==> src/rtl/seq_detect_ctrl.sv <==
// seq_detect_ctrl
// Programmable serial pattern-detector controller. Holds a run-time pattern
// configuration, sequences detection runs through IDLE/RUN/DONE, counts
// matches and gives a Mealy match pulse on a qualified serial stream.
//
// Ports:
//   clk, rst_n          clock (rising edge), asynchronous active-low reset
//   cfg_we              config write strobe (accepted in IDLE/DONE, legal len only)
//   cfg_pattern         pattern; bit [len-1] is received first, bit [0] last
//   cfg_len             pattern length, legal 2..PW
//   cfg_overlap         1 = overlapping detection, 0 = restart after a match
//   cfg_max             match limit, 0 = unlimited
//   start, abort        run control; abort wins when both are high
//   x, x_valid          serial data bit and its qualifier
//   y                   Mealy match pulse (combinational, RUN only)
//   busy, done          high in RUN / DONE
//   match_count         matches in the current or last run (saturating)
//   cfg_err             one-cycle pulse after a rejected config write
//
// Handshake: a serial bit is consumed on a rising edge where x_valid is high
// and the FSM is in RUN; y is valid in the same cycle as that bit.
module seq_detect_ctrl #(
    parameter int PW = 8,
    parameter int CW = 8,
    parameter int LW = 4
) (
    input  logic          clk,
    input  logic          rst_n,
    input  logic          cfg_we,
    input  logic [PW-1:0] cfg_pattern,
    input  logic [LW-1:0] cfg_len,
    input  logic          cfg_overlap,
    input  logic [CW-1:0] cfg_max,
    input  logic          start,
    input  logic          abort,
    input  logic          x,
    input  logic          x_valid,
    output logic          y,
    output logic          busy,
    output logic          done,
    output logic [CW-1:0] match_count,
    output logic          cfg_err
);

    typedef enum logic [1:0] {
        ST_IDLE = 2'd0,
        ST_RUN  = 2'd1,
        ST_DONE = 2'd2
    } state_t;

    localparam logic [PW-1:0] RST_PAT = PW'(5);
    localparam logic [LW-1:0] RST_LEN = LW'(4);

    state_t        state_q, state_d;
    logic [PW-1:0] pat_q, pat_d;
    logic [LW-1:0] len_q, len_d;
    logic          ovl_q, ovl_d;
    logic [CW-1:0] max_q, max_d;
    logic [PW-2:0] hist_q, hist_d;
    logic [LW-1:0] fill_q, fill_d;
    logic [CW-1:0] cnt_q, cnt_d;
    logic          err_q, err_d;

    logic [PW-1:0] cand;
    logic [PW-1:0] mask;
    logic          match;
    logic          fill_ok;
    logic          bit_ev;
    logic          cfg_ok;
    logic [CW-1:0] cnt_inc;
    logic [LW-1:0] fill_inc;

    always_comb begin
        // Candidate word: newest bit in position 0, older history above it.
        cand = {hist_q, x};
        mask = '0;
        for (int i = 0; i < PW; i++) begin
            mask[i] = (i < int'(len_q));
        end
        match    = ((cand ^ pat_q) & mask) == '0;
        fill_ok  = fill_q >= (len_q - LW'(1));
        bit_ev   = (state_q == ST_RUN) && x_valid;
        y        = bit_ev && match && fill_ok;
        cnt_inc  = (cnt_q == '1) ? cnt_q : cnt_q + CW'(1);
        fill_inc = (fill_q >= LW'(PW)) ? fill_q : fill_q + LW'(1);
        cfg_ok   = cfg_we && (state_q != ST_RUN) &&
                   (cfg_len >= LW'(2)) && (cfg_len <= LW'(PW));

        state_d = state_q;
        pat_d   = pat_q;
        len_d   = len_q;
        ovl_d   = ovl_q;
        max_d   = max_q;
        hist_d  = hist_q;
        fill_d  = fill_q;
        cnt_d   = cnt_q;
        err_d   = cfg_we && !cfg_ok;

        if (cfg_ok) begin
            pat_d = cfg_pattern;
            len_d = cfg_len;
            ovl_d = cfg_overlap;
            max_d = cfg_max;
        end

        case (state_q)
            ST_IDLE, ST_DONE: begin
                if (abort) begin
                    state_d = ST_IDLE;
                end else if (start) begin
                    state_d = ST_RUN;
                    cnt_d   = '0;
                    hist_d  = '0;
                    fill_d  = '0;
                end
            end
            ST_RUN: begin
                if (abort) begin
                    state_d = ST_IDLE;
                end else if (bit_ev) begin
                    if (y) begin
                        cnt_d = cnt_inc;
                        if (ovl_q) begin
                            hist_d = cand[PW-2:0];
                            fill_d = fill_inc;
                        end else begin
                            // Non-overlapping: the matched bits cannot start a new match.
                            hist_d = '0;
                            fill_d = '0;
                        end
                        if ((max_q != '0) && (cnt_inc == max_q)) begin
                            state_d = ST_DONE;
                        end
                    end else begin
                        hist_d = cand[PW-2:0];
                        fill_d = fill_inc;
                    end
                end
            end
            default: state_d = ST_IDLE;
        endcase
    end

    always_ff @(posedge clk or negedge rst_n) begin
        if (!rst_n) begin
            state_q <= ST_IDLE;
            pat_q   <= RST_PAT;
            len_q   <= RST_LEN;
            ovl_q   <= 1'b0;
            max_q   <= '0;
            hist_q  <= '0;
            fill_q  <= '0;
            cnt_q   <= '0;
            err_q   <= 1'b0;
        end else begin
            state_q <= state_d;
            pat_q   <= pat_d;
            len_q   <= len_d;
            ovl_q   <= ovl_d;
            max_q   <= max_d;
            hist_q  <= hist_d;
            fill_q  <= fill_d;
            cnt_q   <= cnt_d;
            err_q   <= err_d;
        end
    end

    assign busy        = (state_q == ST_RUN);
    assign done        = (state_q == ST_DONE);
    assign match_count = cnt_q;
    assign cfg_err     = err_q;

endmodule
==> config.mk <==
export PLATFORM = sky130hd
export DESIGN_NAME = seq_detect_ctrl
export DESIGN_NICKNAME = d
export VERILOG_FILES = /design/src/rtl/seq_detect_ctrl.sv
export SDC_FILE = /design/constraint.sdc
export NUM_CORES = 1
export LEC_CHECK = 0
export BUFFER_PORTS_ARGS = -buffer_cell sky130_fd_sc_hd__buf_2
export CORE_MARGIN = 2
export CORE_UTILIZATION = 55
export DETAILED_ROUTE_END_ITERATION = 12
export HOLD_SLACK_MARGIN = 0.05
export PLACE_DENSITY = 0.78
export SLEW_MARGIN = 25
export SYNTH_ARGS = -nofsm -noshare
export SYNTH_HDL_FRONTEND = slang
export SYNTH_SLANG_ARGS = --single-unit
export TNS_END_PERCENT = 20
==> constraint.sdc <==
create_clock -name clk -period 2.9 [get_ports clk]
set_input_delay 0.58 -clock clk [delete_from_list [all_inputs] [get_ports clk]]
set_output_delay 0.58 -clock clk [all_outputs]
set_load 0.05 [all_outputs]
==> flow_summary.json <==
{
  "outcome": "complete, no violations",
  "powerDensity_nw_per_um2": 582,
  "cts_tree": "done",
  "globalplace.congestion": 0.849,
  "avgSynthCellArea_um2": 10.3,
  "layout_commonest_cell": "dfrtp_1",
  "numPlacedInstances": 332,
  "syn_nets": 286,
  "grt_pass1_vias": 1913,
  "ant_nets": 0,
  "dr_total_vias": 2065,
  "leakage_uw": 0.00134,
  "grt_start_max_net_pins": 44,
  "worst_pin_slew_ns": 0.672,
  "slew_violations": 0,
  "clk_pin_slew_ns": 0.09,
  "area.growth.synth_to_final_pct": 16.6,
  "ir_drop_uv": 366,
  "synthDistinctLibCells": 54,
  "hpwl_um": 3920,
  "critPathKind": "reg -> out",
  "final_cell_mix": "dfrtp_1, buf_2, mux2_2, nand2_1",
  "finalSetupViolCount": 0,
  "fmax_ghz": 0.352,
  "wl_um": 5670,
  "synth_edf_count": 0,
  "seq_area_frac_synth_pct": 42.1,
  "cts_buffers": 5,
  "clkLatencyLatePin_ns": 0.30,
  "grt_pass1_wl_um": 9190,
  "hold_path_class": "in -> async",
  "clk_path_buf_depth": 2,
  "yosys.area.top_type": "dfrtp_1",
  "nets": 330,
  "relSlewSlack_pct": 55.2,
  "final_hold_viol_count": 0,
  "grt-ovfl-total": 0,
  "vias_per_cell": 5.99,
  "drive_gt1_share_pct": 32.8,
  "ys_seq_elements": 43,
  "synthTopCellsByArea": "dfrtp_1, mux2_2, ha_1",
  "synth_ff_type": "dfrtp_1",
  "post-route-period-util_pct": 98.0,
  "yosysWarnings": 0,
  "rows": 24,
  "startpoint_type": "flop",
  "crit_fanout": 3,
  "power_uw": 1740,
  "first_pass_iters": 5,
  "die_height_um": 72.3,
  "clock-skew-final_ns": 0.00684,
  "worstSetupEndpointType": "primary output",
  "synthArstFlopShare_pct": 100,
  "detail_route.wl_per_cell_um": 16.4,
  "stdcell_count": 345,
  "required_ns": 2.32,
  "max-cap-violations": 0,
  "die_x_um": 72.3,
  "antenna_found_initial": 0,
  "drtIter0Drc": 218,
  "netlist_area_um2": 2560,
  "clockRootBuffer": "clkbuf_8",
  "die_area_um2": 5230,
  "core_um2": 4410,
  "crit_arrival_ns": 2.26,
  "grt_usage_pct": 22.4,
  "syn_inst": 248,
  "cts_num_sinks": 43,
  "yosys.area.top_type_share_pct": 39.0,
  "n_antenna_cell": 0,
  "setup-tns-final_ns": 0,
  "cts_max_level": 2,
  "io_pins": 40,
  "drc": 0,
  "io_buffers": 39,
  "fin_crit_ns": 2.84,
  "rsz0062_at_grt": "yes",
  "start_util_pct": 58.1
}
-- synth_stat cells (all sizes together) (3+ instances only) --
| master | instances |
|---|---|
| nand3 | 8 |
| nor3 | 4 |
| nor2 | 12 |
| o21ai | 15 |
| nand2 | 20 |
| and3 | 3 |
| clkbuf | 3 |
| a31oi | 9 |
| a22o | 8 |
| xor2 | 3 |
| mux2 | 22 |
| inv | 11 |
| xnor2 | 13 |
| buf | 6 |
| dfrtp | 40 |
| ha | 10 |
| nand4 | 3 |
| a21oi | 13 |
| nor4 | 5 |
| dfstp | 3 |
| nor3b | 3 |
| nand2b | 7 |
-- state kept, by name, summed over array words and instances (netlist names) --
name	count
cfg_err	1
fill_q	4
hist_q	7
len_q	4
match_count	8
max_q	8
ovl_q	1
pat_q	8
state_q	2
-- metal layers --
| layer | global-route usage, % | up-vias | wire length [um] |
|---|---|---|---|
| met5 | 0 | - | 0 |
| met4 | 8.18 | 0 | 127 |
| met2 | 31.8 | 85 | 2440 |
| li1 | - | 992 | - |
| met1 | 33.9 | 975 | 2770 |
| met3 | 4.44 | 13 | 327 |
-- worst max-delay path: stages (launching register included) --
cell	delay, ns
dfrtp_1	0.38
inv_1	0.07
ha_1	0.22
xnor2_1	0.16
ha_2	0.32
o21a_1	0.10
nor2_1	0.06
nor4b_4	0.30
nand3_4	0.11
inv_1	0.08
buf_6	0.15
-- what timing repair did --
| item | 4_1_cts | 5_1_grt |
|---|---|---|
| hold buffers | 0 | 0 |
| resized for setup | 3 | 3 |
| setup buffers | 5 | 0 |
| setup endpoints to repair | 1 | 4 |
| pin swaps | 2 | 1 |
-- power breakdown --
part           switching, uW  internal (uW)
Combinational            237            234
Sequential              82.9            685
Clock                    217            283
-- stage by stage --
| step | util (%) | area [um^2] | hold slack [ns] | worst slack [ns] |
|---|---|---|---|---|
| 2_1_floorplan | - | 2560 | 0.284 | 0.293 |
| 3_3_place_gp | 63.4 | 2800 | 0.489 | 0.237 |
| 3_5_place_dp | 63.4 | 2800 | 0.512 | 0.155 |
| 4_1_cts | 67.2 | 2970 | 0.456 | 0.0327 |
| 5_1_grt | 67.7 | 2990 | 0.307 | -0.0475 |
| 6_report | 67.7 | 2990 | 0.250 | 0.0587 |
-- final cells by class --
class,count,area (um^2)
flip-flops and latches,43,1080
repair buffers,46,256
multi-input cells,184,1420
well taps,52,65.1
fillers,333,1420
clock buffers,6,82.6
clock inverters,2,38.8
inverters,12,46.3
-- path summary, 6_finish.rpt --
path,end,depth (start not counted),from,slack (ns)
setup / recovery,y,10,len_q[1],0.06
setup reg to reg,fill_q[0],11,len_q[1],0.28
hold / removal,pat_q[1],1,rst_n,0.25
min in group clk,max_q[7],2,cfg_max[7],0.51
max in group asynchronous,pat_q[2],1,rst_n,2.24
hold reg to reg,ovl_q,1,ovl_q,0.53
-- kinds of logic after synthesis --
| logic type | Yosys count | synth area share, % |
|---|---|---|
| buf+inv | 21 | 3.46 |
| xor+xnor | 16 | 5.46 |
| simple gates | 75 | 17.1 |
| flops | 43 | 42.1 |
| fa+ha+maj | 10 | 4.88 |
| mux | 24 | 10.4 |
| compound gates | 59 | 16.5 |
(Power assumes the default switching activity.)
